<file path="config.mk">
export PLATFORM = sky130hd
export DESIGN_NAME = jtdd_gfx_arb
export DESIGN_NICKNAME = d
export VERILOG_FILES = /design/src/rtl/jtdd_gfx_arb.sv
export SDC_FILE = /design/constraint.sdc
export NUM_CORES = 1
export LEC_CHECK = 0
export CAP_MARGIN = 20
export CORE_ASPECT_RATIO = 2
export CORE_UTILIZATION = 45
export DETAILED_ROUTE_END_ITERATION = 6
export MAX_ROUTING_LAYER = met4
export PLACE_DENSITY = 0.77
export SETUP_SLACK_MARGIN = 0.02
export SYNTH_ARGS = -nofsm -noshare
export SYNTH_HDL_FRONTEND = slang
export SYNTH_SLANG_ARGS = --single-unit
export TNS_END_PERCENT = 10
</file>
<file path="constraint.sdc">
create_clock -name clk -period 1.9 [get_ports clk]
set_input_delay 0.19 -clock clk [delete_from_list [all_inputs] [get_ports clk]]
set_output_delay 0.19 -clock clk [all_outputs]
set_load 0.01 [all_outputs]
</file>
<file path="src/rtl/jtdd_gfx_arb.sv">
`default_nettype none
// +----------------------------------------------------------------------------+
// | Module      : jtdd_gfx_arb                                                 |
// | Description : Graphics ROM arbiter. Shares one 16-bit SDRAM read port      |
// |               among the character, scroll and object layers. Each layer    |
// |               owns a one-entry cache (address, data, valid) so a repeated  |
// |               address is served combinationally with no memory access.     |
// | Ports       : clk, rst_n (synchronous, active-low)                         |
// |               char_/scr_/obj_ cs, addr (in)  data, ok (out)                |
// |               mem_req, mem_addr (out)  mem_ack, mem_rdy, mem_data (in)     |
// | Option      : JTDD_ARB_RR_EN defined -> round-robin grant order            |
// |               (char -> scr -> obj -> char); undefined -> fixed priority    |
// |               char > scr > obj.                                            |
// | Revision    : 1.0 - initial release                                        |
// +----------------------------------------------------------------------------+
module jtdd_gfx_arb #(
    parameter int          CHAR_AW     = 15,
    parameter int          SCR_AW      = 17,
    parameter int          OBJ_AW      = 18,
    parameter logic [21:0] CHAR_OFFSET = 22'h00_0000,
    parameter logic [21:0] SCR_OFFSET  = 22'h08_0000,
    parameter logic [21:0] OBJ_OFFSET  = 22'h10_0000
) (
    input  logic               clk,
    input  logic               rst_n,

    input  logic               char_cs,
    input  logic [CHAR_AW-1:0] char_addr,
    output logic [15:0]        char_data,
    output logic               char_ok,

    input  logic               scr_cs,
    input  logic [SCR_AW-1:0]  scr_addr,
    output logic [15:0]        scr_data,
    output logic               scr_ok,

    input  logic               obj_cs,
    input  logic [OBJ_AW-1:0]  obj_addr,
    output logic [15:0]        obj_data,
    output logic               obj_ok,

    output logic               mem_req,
    output logic [21:0]        mem_addr,
    input  logic               mem_ack,
    input  logic               mem_rdy,
    input  logic [15:0]        mem_data
);

    // Widest requester address; the latched address register uses this width
    // so one register serves every requester.
    localparam int c_lat_w = (CHAR_AW > SCR_AW) ?
                             ((CHAR_AW > OBJ_AW) ? CHAR_AW : OBJ_AW) :
                             ((SCR_AW  > OBJ_AW) ? SCR_AW  : OBJ_AW);

    localparam logic [1:0] c_id_char = 2'd0;
    localparam logic [1:0] c_id_scr  = 2'd1;
    localparam logic [1:0] c_id_obj  = 2'd2;

    typedef enum logic [1:0] {
        S_IDLE = 2'd0,
        S_REQ  = 2'd1,
        S_WAIT = 2'd2
    } state_t;

    state_t               r_state;
    logic [1:0]           r_gnt;
    logic [c_lat_w-1:0]   r_lat;
    logic                 r_mem_req;
    logic [21:0]          r_mem_addr;

    logic [CHAR_AW-1:0]   r_char_last;
    logic [15:0]          r_char_data;
    logic                 r_char_valid;
    logic [SCR_AW-1:0]    r_scr_last;
    logic [15:0]          r_scr_data;
    logic                 r_scr_valid;
    logic [OBJ_AW-1:0]    r_obj_last;
    logic [15:0]          r_obj_data;
    logic                 r_obj_valid;

`ifdef JTDD_ARB_RR_EN
    logic [1:0]           r_last;
`endif

    logic [2:0]           w_pend;
    logic                 w_any;
    logic [1:0]           w_sel;
    logic [c_lat_w-1:0]   w_char_ext;
    logic [c_lat_w-1:0]   w_scr_ext;
    logic [c_lat_w-1:0]   w_obj_ext;
    logic [c_lat_w-1:0]   w_sel_ext;
    logic [21:0]          w_sel_22;
    logic [21:0]          w_sel_off;
    logic                 w_done;

    // Hit detection is purely combinational so a repeated address is served
    // in the same cycle it is presented.
    assign char_ok = char_cs && r_char_valid && (char_addr == r_char_last);
    assign scr_ok  = scr_cs  && r_scr_valid  && (scr_addr  == r_scr_last);
    assign obj_ok  = obj_cs  && r_obj_valid  && (obj_addr  == r_obj_last);

    assign char_data = r_char_data;
    assign scr_data  = r_scr_data;
    assign obj_data  = r_obj_data;
    assign mem_req   = r_mem_req;
    assign mem_addr  = r_mem_addr;

    assign w_pend = {obj_cs && !obj_ok, scr_cs && !scr_ok, char_cs && !char_ok};
    assign w_any  = |w_pend;

    // Grant selection
    always_comb begin
        w_sel = c_id_char;
`ifdef JTDD_ARB_RR_EN
        // Search begins with the requester following the last grant.
        case (r_last)
            c_id_char: begin
                if      (w_pend[1]) w_sel = c_id_scr;
                else if (w_pend[2]) w_sel = c_id_obj;
                else                w_sel = c_id_char;
            end
            c_id_scr: begin
                if      (w_pend[2]) w_sel = c_id_obj;
                else if (w_pend[0]) w_sel = c_id_char;
                else if (w_pend[1]) w_sel = c_id_scr;
                else                w_sel = c_id_char;
            end
            default: begin
                if      (w_pend[0]) w_sel = c_id_char;
                else if (w_pend[1]) w_sel = c_id_scr;
                else if (w_pend[2]) w_sel = c_id_obj;
                else                w_sel = c_id_char;
            end
        endcase
`else
        if      (w_pend[0]) w_sel = c_id_char;
        else if (w_pend[1]) w_sel = c_id_scr;
        else if (w_pend[2]) w_sel = c_id_obj;
        else                w_sel = c_id_char;
`endif
    end

    // Zero-extend each requester address to the common latched width, then
    // pick the selected one together with its SDRAM base.
    always_comb begin
        w_char_ext                = '0;
        w_char_ext[CHAR_AW-1:0]   = char_addr;
        w_scr_ext                 = '0;
        w_scr_ext[SCR_AW-1:0]     = scr_addr;
        w_obj_ext                 = '0;
        w_obj_ext[OBJ_AW-1:0]     = obj_addr;
        case (w_sel)
            c_id_scr: begin
                w_sel_ext = w_scr_ext;
                w_sel_off = SCR_OFFSET;
            end
            c_id_obj: begin
                w_sel_ext = w_obj_ext;
                w_sel_off = OBJ_OFFSET;
            end
            default: begin
                w_sel_ext = w_char_ext;
                w_sel_off = CHAR_OFFSET;
            end
        endcase
        w_sel_22                = '0;
        w_sel_22[c_lat_w-1:0]   = w_sel_ext;
    end

    // Data arrives either in the same cycle as the acknowledge or later in WAIT.
    assign w_done = ((r_state == S_REQ) && mem_ack && mem_rdy) ||
                    ((r_state == S_WAIT) && mem_rdy);

    always_ff @(posedge clk) begin
        if (!rst_n) begin
            r_state      <= S_IDLE;
            r_gnt        <= c_id_char;
            r_lat        <= '0;
            r_mem_req    <= 1'b0;
            r_mem_addr   <= '0;
            r_char_last  <= '0;
            r_char_data  <= '0;
            r_char_valid <= 1'b0;
            r_scr_last   <= '0;
            r_scr_data   <= '0;
            r_scr_valid  <= 1'b0;
            r_obj_last   <= '0;
            r_obj_data   <= '0;
            r_obj_valid  <= 1'b0;
`ifdef JTDD_ARB_RR_EN
            r_last       <= c_id_char;
`endif
        end else begin
            case (r_state)
                S_IDLE: begin
                    if (w_any) begin
                        r_gnt      <= w_sel;
                        r_lat      <= w_sel_ext;
                        r_mem_req  <= 1'b1;
                        // 22-bit sum wraps without carry-out.
                        r_mem_addr <= w_sel_off + w_sel_22;
                        r_state    <= S_REQ;
`ifdef JTDD_ARB_RR_EN
                        r_last     <= w_sel;
`endif
                    end
                end
                S_REQ: begin
                    if (mem_ack) begin
                        r_mem_req <= 1'b0;
                        r_state   <= mem_rdy ? S_IDLE : S_WAIT;
                    end
                end
                S_WAIT: begin
                    if (mem_rdy) begin
                        r_state <= S_IDLE;
                    end
                end
                default: begin
                    r_state   <= S_IDLE;
                    r_mem_req <= 1'b0;
                end
            endcase

            // The cache keeps the address latched at issue time, so an
            // address change during the transaction still reads as a miss.
            if (w_done) begin
                case (r_gnt)
                    c_id_scr: begin
                        r_scr_last  <= r_lat[SCR_AW-1:0];
                        r_scr_data  <= mem_data;
                        r_scr_valid <= 1'b1;
                    end
                    c_id_obj: begin
                        r_obj_last  <= r_lat[OBJ_AW-1:0];
                        r_obj_data  <= mem_data;
                        r_obj_valid <= 1'b1;
                    end
                    default: begin
                        r_char_last  <= r_lat[CHAR_AW-1:0];
                        r_char_data  <= mem_data;
                        r_char_valid <= 1'b1;
                    end
                endcase
            end
        end
    end

endmodule
`default_nettype wire
</file>
* Word-level counts from Yosys, hierarchy flattened
Index checks and enable logic that the tools add are counted.
Cells by class: add/sub/neg operators 1, eq/ne operators 12, mux-type cells 13, bitwise operators 2, reductions and logical operators 25
Operators by type and width (count):
- 21-bit case mux with 2 select lines | 1
- 18-bit case mux with 2 select lines | 1
- 22-bit by 18-bit adder with 22-bit output | 1
- 18-bit equality test | 1
- 17-bit equality test | 1
- 15-bit equality test | 1
- 2-bit two-way mux | 7
- 1-bit logical AND | 12
- 2-bit AND reduction | 4
- 2-bit by 1-bit equality test with 1-bit output (second input constant) | 3
- 2-bit equality test (second input constant) | 3
- 2-bit inequality test (second input constant) | 3
- 2-bit case mux with 3 select lines | 1
- 3-bit AND reduction | 2
- 1-bit logical NOT | 3
- 1-bit case mux with 3 select lines | 1
- 3-bit OR reduction | 1
- 2-bit logical NOT | 1
- 1-bit two-way mux | 2
- 1-bit inverter | 2
- 2-bit OR reduction | 1
- 1-bit logical OR | 1
Word-level totals: register bits 146, input bits 73, word-level logic and storage cells 67

* Longest topological paths before layout
depth in word-level cells 10, gate-level depth with buffers 9, depth with buffers taken out 6

* Worst setup path after synthesis
OpenSTA, ideal clock, no wires.
kind register to register, start reg r_char_last[9], end reg r_lat[10], data arrival time 1803 ps, path slack -21 ps, cell stages (with the launch flop) 8, path buffers 1, period minus slack after synthesis 1921 ps, path through dfxtp_1 -> xor2_1 -> nor4_1 -> nand4_2 -> nand3_1 -> o211ai_2 -> buf_2 -> o221a_1
Between the ends: longest elaborated chain between the ends 7, elaborated cells on any way between the ends 10
RTL lines:
- start, declared | RTL line 71 | logic [CHAR_AW-1:0] r_char_last;
- start signal, assigned | RTL line 240 | r_char_last <= r_lat[CHAR_AW-1:0];
- 15-bit equality test * | RTL line 98 | assign char_ok = char_cs && r_char_valid && (char_addr == r_char_last);
- 1-bit logical AND * | RTL line 98
- 1-bit logical NOT * | RTL line 108 | assign w_pend = {obj_cs && !obj_ok, scr_cs && !scr_ok, char_cs && !char_ok};
- 1-bit logical AND * | RTL line 108
- 2-bit two-way mux | RTL line 136 | if (w_pend[0]) w_sel = c_id_char;
- 2-bit equality test or 2-bit by 1-bit equality test with 1-bit output (tied branches) | RTL line 152 | case (w_sel)
- 18-bit case mux with 2 select lines | RTL line 152
- end signal, assigned | RTL line 198 | r_lat <= w_sel_ext;
- end, declared | RTL line 67 | logic [c_lat_w-1:0] r_lat;
Mark *: on every way between the ends. The rest lies on a longest branch, timed or not. A chain may end at the register's enable or synchronous reset.

* Worst setup path after layout
start reg r_obj_last[7], end reg r_lat[5]
Between the ends: longest elaborated chain between the ends 9, elaborated cells on any way between the ends 12
RTL lines:
- start, declared | RTL line 77 | logic [OBJ_AW-1:0] r_obj_last;
- start signal, assigned | RTL line 235 | r_obj_last <= r_lat[OBJ_AW-1:0];
- 18-bit equality test * | RTL line 100 | assign obj_ok = obj_cs && r_obj_valid && (obj_addr == r_obj_last);
- 1-bit logical AND * | RTL line 100
- 1-bit logical NOT * | RTL line 108
- 1-bit logical AND * | RTL line 108
- 2-bit two-way mux | RTL line 138 | else if (w_pend[2]) w_sel = c_id_obj;
- 2-bit two-way mux | RTL line 137 | else if (w_pend[1]) w_sel = c_id_scr;
- 2-bit two-way mux | RTL line 136
- 2-bit equality test or 2-bit by 1-bit equality test with 1-bit output (tied branches) | RTL line 152
- 18-bit case mux with 2 select lines | RTL line 152
Marked as above.

==> summary.md <==
| Metric | Value |
|---|---|
| First-pass GRT wire length | `~32 mm` |
| Fin. max-slew vios | `0` |
| Max incr delay on CP | `0.33 ns` |
| Largest net degree at the start of global routing | `45` |
| CP Cell Sequence | `xor2_1 > nor4_2 > buf_4 > nand4_1 > o21a_4 > buf_4 > o311ai_4 > buf_4 > o221a_1` |
| Post-synth top cells | `nand2_1 (207), dfxtp_1 (125), a21oi_1 (101), xor2_1 (46), clkbuf_1 (39)` |
| Std-Cell Core Area | `approximately 13,000 um2` |
| Yosys warnings | `0` |
| Synth Register Bits | `~130` |
| Failing checks | `negative setup slack` |
| Total GRT Usage | `roughly a third` |
| Worst Setup End Kind | `flip-flop` |
| Setup ws final | `-0.324 ns` |
| Layout cell share with drive strength beyond 1 | `roughly a fifth` |
| Area share of the largest cell type after synthesis | `between 40 and 50%` |
| Crit path buffers/inverters | `3` |
| First DRT Iteration DRCs | `around 400` |
| Setup Viol. Count Final | `25` |
| Register area share after synthesis | `a little over two fifths` |
| Detailed Place HPWL | `approximately 15 mm` |
| Cts bufs inserted | `17` |
| Clock Skew | `between 0.008 and 0.009 ns` |
| Fin area | `roughly 8900 um2` |
| Fill count | `roughly 950` |
| N_diodes | `0` |
| Setup_tns | `-5.59 ns` |
| Slew HR | `64.2%` |
| Maximum clock insertion buffer count | `2` |
| Syn Std Cell Area | `about 5800 um2` |
| Post-Syn Instances | `720` |
| Drt drc | `0` |
| Clock Latency Late Sink | `~0.43 ns` |
| Area Growth Syn to Fin | `54.9%` |
| Worst VDD drop | `around 770 uV` |
| Die H | `162 um` |
| Final nets | `between 1,000 and 1,500` |
| Worst EP arrival | `between 2 and 3 ns` |
| Worst-Margin Slew | `about 0.54 ns` |
| Post-synth EDFFs | `0` |
| Ports | `roughly 150` |
| Cells after DPL | `between 1,000 and 1,500` |
| Main synth FF type | `dfxtp_1` |
| Switching Fraction | `29.0%` |
| Final Power | `roughly 7.1 mW` |
| Setup WS pre-CTS | `-0.811 ns` |
| Clk sinks | `approximately 130` |
| Mean Syn Cell Area | `~8 um2` |
| Ys async rst share | `0%` |
| Status | `finished, violations left` |
| Synth area leader | `dfxtp_1` |
| Crit path top cell by count | `buf_4` |
| Grt total ovfl | `0` |
| WS Path Type | `reg2reg` |
| Wirelength per Cell | `19.9 um` |
| Root buffer cell | `clkbuf_16` |
| Worst-path maximum fanout | `9` |
| CTS tree | `yes` |
| Worst EP required | `2.27 ns` |
| Initial antenna violation count | `0` |
| Net Switching | `a little over 2 mW` |
| DP Area | `8020 um2` |
| Lkg Pwr | `about 3.5 nW` |
| Largest cells by area after synthesis | `dfxtp_1 (43%), nand2_1 (13%), a21oi_1 (8.7%)` |
| Initial Util | `a little under half` |
| Count leader, synth | `nand2_1` |
| Synth unique cells | `45` |
| Routability congestion estimate | `0.989` |
| First-pass DRT Iterations | `6` |
| Comb pwr share | `between 10% and 20%` |
| Final hold vios | `0` |
| Critical path launch point type | `flip-flop` |
| Fin util | `71.3%` |
| H-tree lvl count | `4` |
| Internal power | `5.02 mW` |
| Slowest CP cell | `dfxtp_2` |
| Die width | `82.1 um` |
| Sequential power share | `between 30% and 40%` |
| Unrepaired setup endpoints after global routing | `yes` |
| Total die area | `13,300 um2` |
| PwrDens | `between 700 and 800 nW/um2` |
| Hold slack final | `approximately 0.37 ns` |
| Final cell count without fillers | `between 1,000 and 1,500` |
| Crit path time final | `2.22 ns` |
| Final WL | `21.8 mm` |
| Fin crit share | `117%` |
| Max Cap Violations | `0` |
| Hold bufs inserted after CTS | `0` |
| Port buffer count | `144` |
| Vias/cell | `5.70` |
| Cell family with most CP delay | `compound AO/OA/AOI/OAI gates` |
| Row count | `58` |
| Reg clk slew, reported paths | `~0.060 ns` |
| Number of global-route vias before repair | `about 6,200` |
| Fmax | `about 450 MHz` |
| Number of routed nets with antenna violations | `0` |
| Worst min-delay path class | `in2reg` |
| Clock Power Share | `44.3%` |
| Vias | `6,237` |
==> worst min-delay path: cells and delay by family <==
kind,cells,cell delay (ns)
compound gates,1,0.05
simple gates,1,0.07
buf+inv,1,0.44
==> placed cells by master, fill, tap and decap left out, drive strengths merged, types with 3 or more instances in the layout <==
master	Yosys	final
nand2	207	207
clkdlybuf4s50	0	141
dfxtp	125	125
buf	17	105
a21oi	102	102
xor2	46	46
inv	36	45
nand3	21	21
clkbuf	39	18
a211oi	16	16
o221a	15	15
a311oi	15	15
nor4	15	15
o311ai	15	15
nor2	10	10
xnor2	4	4
clkinv	0	4
nand4	4	4
and3	4	4
and2	4	4
o211a	3	3
==> cell type report <==
type                       count  area, um2  area share [%]
clock buffer                  17        425            4.75
clock inverter                15        146            1.64
inverter                      36        135            1.51
multi-input combinational    504       3190            35.7
sequential                   125       2510            28.0
tap                          150        188            2.10
timing repair buffer         248       2360            26.3
==> repair_timing <==
item | in CTS | in global routing
setup buffers | 1 | 0
pin swaps | 18 | 9
endpoints found under the setup margin | 26 | 26
gates cloned | 0 | 1
gates resized for setup | 50 | 19
==> per-layer routing <==
layer,routed length (um),global-route usage (%),up-vias
met5,0,-,-
met4,1430,23.3,0
met3,1130,7.42,98
met2,11800,59.5,274
met1,7500,33.2,2967
li1,-,-,2898
==> final timing paths <==
path	start	cells past startpoint	end	slack [ns]
setup reg to reg	r_obj_last[7]	9	r_lat[5]	-0.32
hold reg to reg	char_data[1]	2	char_data[1]	0.46
setup / recovery	r_obj_last[7]	9	r_lat[5]	-0.32
hold / removal	mem_data[6]	3	scr_data[6]	0.37
==> power groups by stage <==
stage | Sequential, mW | Clock, mW | Combinational [mW]
6_report | 2.82 | 3.13 | 1.12
5_1_grt | 2.82 | 3.25 | 1.18
2_1_floorplan | 2.85 | 0 | 0.376
3_5_place_dp | 2.86 | 0 | 0.999
4_1_cts | 2.81 | 3.15 | 1.06
3_3_place_gp | 2.86 | 0 | 0.984
==> cell families after synthesis <==
family | synth area share [%]
flops | 43.3
mux | 0.173
compound gates | 21.5
buf+inv | 6.84
xor+xnor | 7.58
fa+ha+maj | 0.433
simple gates | 20.1
other cells | 0.0649
==> state kept, by name, summed over array words and instances (netlist names), 2 cells and up <==
signal	flops
r_obj_last	18
r_lat	17
r_scr_last	17
char_data	16
obj_data	16
scr_data	16
r_char_last	15
mem_addr	3
r_state	2
Note: power is estimated with default switching activity, not from simulation.
==> variant 1, RTL diff (config.mk and constraints unchanged) <==
Re-encode `state_t` (3 states) as one-hot, 3 bits wide.
--- a/src/rtl/jtdd_gfx_arb.sv
+++ b/src/rtl/jtdd_gfx_arb.sv
@@ -57,8 +57,8 @@
     localparam logic [1:0] c_id_obj  = 2'd2;
 
-    typedef enum logic [1:0] {
-        S_IDLE = 2'd0,
-        S_REQ  = 2'd1,
-        S_WAIT = 2'd2
+    typedef enum logic [2:0] {
+        S_IDLE = 3'b001,
+        S_REQ  = 3'b010,
+        S_WAIT = 3'b100
     } state_t;
 
Formal check against the unedited RTL: same outputs for any inputs over 4 cycles, from zero or initial values and one cycle with rst_n low; so few cycles prove little.
==> variant 1 against the unedited design <==
The flow finishes with violations (DRC, setup timing); synthesized area rose by 6.8%; sequential cell count rose by 1; core utilization fell by 2.0 points; global-route usage fell by 0.96 points; final area rose by 4.0%; sequential power barely moved; count of clock-buffer cells in the layout did not move; routed wire length rose by 5.3%; clock skew barely moved; power rose by 6.4%; setup slack got worse by 0.049 ns.
==> variant 1: results (changes against the unedited design) <==
- The routed length on met2 is 12,000 um (+2.1%).
- The detail-routed via count per cell is 5.67 (-0.38%).
- The met3 layer wire length in the routed design is 1190 um (+4.7%).
- The post-CTS resize count came to 41 (-18%).
- The met1 routing resource usage after global routing is 33.9% (+0.62 points).
- The critical path's largest stage delay is 0.53 ns (+0.20 ns).
- The number of different library cells in the post-synthesis netlist is 50 (+11%).
- The proportion of layout cells with a drive suffix above 1 is 19.9% (-0.63 points).
- The count of clock tree sinks is 126 (+0.80%).
- The worst ir drop on vdd came to 0.696 mV (-9.3%).
- The total leakage power was 3.55 nW (+2.7%).
- The checks that failed: DRC, setup timing.
- The least setup slack across all paths after layout is -0.372 ns (-0.0486 ns).
- The data arrival time of the worst path is 2.63 ns (+0.04 ns).
- The net total in the final layout was 1,022 (+1.5%).
- The detailed-routing iteration count for the pre-antenna-repair pass was 7 (+1).
- The filler cell count was 1,009 (+5.9%).
- The starting DRC count in detailed routing is 511 (+30%).
- The weighted congestion at the end of routability-driven global placement was 1.02 (+3.3%).
- The buffer share of cell area is 25.7% (-0.60 points).
- The non-clock inverter count in the final layout came to 35 (-2.8%).
- The clock network power is 0.00336 W (+7.3%).
- The placed wire-length estimate was 16,100 um (+3.8%).
- The share of the yosys chip area belonging to registers is 40.9% (-2.4 points).
- The multi-input combinational cell count is 513 (+1.8%).
- The total setup violations reported at the end of the flow is 25 (unchanged).
- By count the netlist is led by 207 x sky130_fd_sc_hd__nand2_1, 126 x sky130_fd_sc_hd__dfxtp_1, 100 x sky130_fd_sc_hd__a21boi_1.
- The wire length of the first global-routing pass came to 34,700 um (+6.9%).
- The slowest stage of the critical path is the sky130_fd_sc_hd__or4_4 cell.
- The met2 global-route usage is 58.7% (-0.83 points).
- The complex-gate fraction of the synthesized area is 24.6% (+3.1 points).
- The relative contribution of sequential cells to total power is 37.6% (-2.3 points).
- The flow ran to the end, but the final reports show violations.
- In the post-synthesis netlist, the biggest area contributors are sky130_fd_sc_hd__dfxtp_1 41%, sky130_fd_sc_hd__nand2_1 13%, sky130_fd_sc_hd__a21boi_1 12%.
- The total DRC errors in the routed layout was 8 (+8).
- The transition time of the tightest slew-check pin is 0.653 ns (+0.117 ns).
## variant 1: cell count changes after synthesis, moves of 8 or more
cell | unedited run | this run
sky130_fd_sc_hd__a311oi_1 | 6 | 15
sky130_fd_sc_hd__xor2_1 | 46 | 34
sky130_fd_sc_hd__a21oi_1 | 101 | 4
sky130_fd_sc_hd__a21boi_1 | 0 | 100
sky130_fd_sc_hd__a311oi_2 | 9 | 0
sky130_fd_sc_hd__o311ai_0 | 12 | 3
sky130_fd_sc_hd__o311ai_1 | 3 | 12
sky130_fd_sc_hd__nor2_1 | 10 | 2
sky130_fd_sc_hd__xnor2_1 | 4 | 16
## variant 1: critical path: cells and delay by family, from the launching register on
family | cells | cell delay [ns]
AO/OA/AOI/OAI | 3 | 0.63
buffers and inverters | 2 | 0.37
flip-flops | 1 | 0.33
XOR/XNOR | 1 | 0.17
AND/OR/NAND/NOR | 2 | 0.72
## variant 1: path summary, 6_finish.rpt
| kind | from | endpoint | slack [ns] | cells past startpoint |
|---|---|---|---|---|
| hold reg to reg | obj_data[8] | obj_data[8] | 0.45 | 2 |
| setup / recovery | r_obj_last[10] | r_lat[11] | -0.37 | 8 |
| setup reg to reg | r_obj_last[10] | r_lat[11] | -0.37 | 8 |
| hold / removal | rst_n | r_lat[13] | 0.32 | 2 |
## variant 1: metrics by stage
step	util, %	std cells	total power [W]	hold WS [ns]	cell area [um2]
CTS	68.2	1113	0.00746	0.317	9170
floorplan	-	730	0.00333	0.269	6170
global placement	62.3	1075	0.00406	0.439	8370
detailed placement	62.3	1075	0.00407	0.444	8370
global route	69.3	1115	0.00771	0.342	9310
finish	69.3	1115	0.00752	0.316	9310
## variant 1: logic make-up after synthesis
logic type / Yosys count
compound gates: 186
xor+xnor: 50
fa+ha+maj: 2
buf+inv: 92
flops: 126
other cells: 1
simple gates: 272
==> variant 2, RTL diff (same settings) <==
Without the edit above. The parameter `SCR_OFFSET` goes from 22'h08_0000 to 22'h060000.
--- a/src/rtl/jtdd_gfx_arb.sv
+++ b/src/rtl/jtdd_gfx_arb.sv
@@ -19,5 +19,5 @@
     parameter int          OBJ_AW      = 18,
     parameter logic [21:0] CHAR_OFFSET = 22'h00_0000,
-    parameter logic [21:0] SCR_OFFSET  = 22'h08_0000,
+    parameter logic [21:0] SCR_OFFSET  = 22'h060000,
     parameter logic [21:0] OBJ_OFFSET  = 22'h10_0000
 ) (
Function: changed (a bounded check fails within 4 cycles, from zero or initial values and one cycle with rst_n low).
==> variant 2 against the unedited design <==
The flow finishes with violations (DRC, setup timing); synthesized cell count increased by 5.4%; setup slack got worse by 0.15 ns; core utilization grew 2.4 points; synthesized area increased by 4.7%; power up 6.5%; routed wire length up 15%; via count is 9.5% higher; sequential cell count rose by 3; final area rose by 7.6%; critical path depth is the same.
==> variant 2: results (changes against the unedited design) <==
- The met3 layer wire length in the routed design is 1770 um (+57%).
- The buffer share of cell area is 26.9% (+0.62 points).
- The multi-input combinational cell count is 525 (+4.2%).
- The least setup slack across all paths after layout is -0.474 ns (-0.150 ns).
- The count of port buffers added during placement came to 145 (+0.69%).
- The share of the final layout cell area in multi-input gates was 36.7% (+1.0 points).
- The weighted congestion at the end of routability-driven global placement was 1.01 (+2.4%).
- The complex-gate fraction of the synthesized area is 19.6% (-2.0 points).
- The starting DRC count in detailed routing came to 672 (+71%).
- The largest fanout of any net on the critical path is 11 (+2).
- The post-placement setup slack is -0.850 ns (-0.0389 ns).
- The number of clock-tree buffers in the layout is 19 (+2).
- The proportion of cell area spent on the clock network is 6.11% (-0.28 points).
- The total global routing track utilization is 35.7% (+1.1 points).
- The worst register-to-register path ends at r_lat[9].
- The post-CTS resize count is 96 (+92%).
- The final-layout worst hold slack is 0.378 ns (+0.0124 ns).
- The share of cell area taken by muxes after synthesis is 0.165% (-0.0077 points).
- The clock share of power is 43.4% (-0.9 points).
- The flow ran to the end, but the final reports show violations.
- The data arrival time of the worst path is 2.74 ns (+0.15 ns).
- The filler cell count was 901 (-5.5%).
- The xor/xnor cell area share of the yosys netlist is 7.24% (-0.34 points).
- The worst ir drop on vdd is 0.755 mV (-1.7%).
- The total setup violations reported at the end of the flow was 29 (+16%).
- The arithmetic-cell share of the synthesized area counting full adders, half adders and majority gates came to 0.827% (+0.39 points).
- The standard cell area after detailed placement was 0.00823 mm2 (+2.6%).
- The met3 track demand over resource in global routing was 6.51% (-0.90 points).
- The power consumed by combinational cells is 0.00140 W (+25%).
- The total DRC errors in the routed layout is 14 (+14).
- The mean post-synth cell area is 7.97 um2 (-0.70%).
- The non-clock buffer count in the final layout is 273 (+10%).
- In the post-synthesis netlist, the biggest area contributors are sky130_fd_sc_hd__dfxtp_1 42%, sky130_fd_sc_hd__nand2_1 13%, sky130_fd_sc_hd__a21oi_1 8.5%.
- The placed wire-length estimate is 16,000 um (+3.1%).
- The per-cell routed wire length was 22.0 um (+10%).
- The met1 wire length is 8090 um (+7.8%).
- The checks that failed: DRC, setup timing.
- The flip-flop and latch count after synthesis came to 128 (+2.4%).
- The largest net degree at the start of global routing was 85 (+89%).
- The detailed-routing iteration count for the pre-antenna-repair pass is 7 (+1).
==> variant 2: cell count changes after synthesis, moves of 3 or more <==
cell | before | now
sky130_fd_sc_hd__buf_4 | 5 | 20
sky130_fd_sc_hd__o221a_1 | 15 | 4
sky130_fd_sc_hd__o221a_2 | 0 | 11
sky130_fd_sc_hd__nand4_1 | 3 | 13
sky130_fd_sc_hd__a311oi_1 | 6 | 15
sky130_fd_sc_hd__a311oi_2 | 9 | 0
sky130_fd_sc_hd__buf_2 | 10 | 5
sky130_fd_sc_hd__clkbuf_1 | 39 | 43
sky130_fd_sc_hd__nor4_1 | 14 | 18
sky130_fd_sc_hd__and2_1 | 2 | 5
sky130_fd_sc_hd__dfxtp_1 | 125 | 128
sky130_fd_sc_hd__o311ai_0 | 12 | 15
==> variant 2: through the flow <==
stage	setup TNS, ns	instances	util, %
floorplan	-0.429	759	-
global route	-10.50	1144	73.7
detailed placement	-17.81	1093	63.0
finish	-8.90	1144	73.7
global placement	-17.33	1093	63.0
CTS	-5.53	1141	71.7
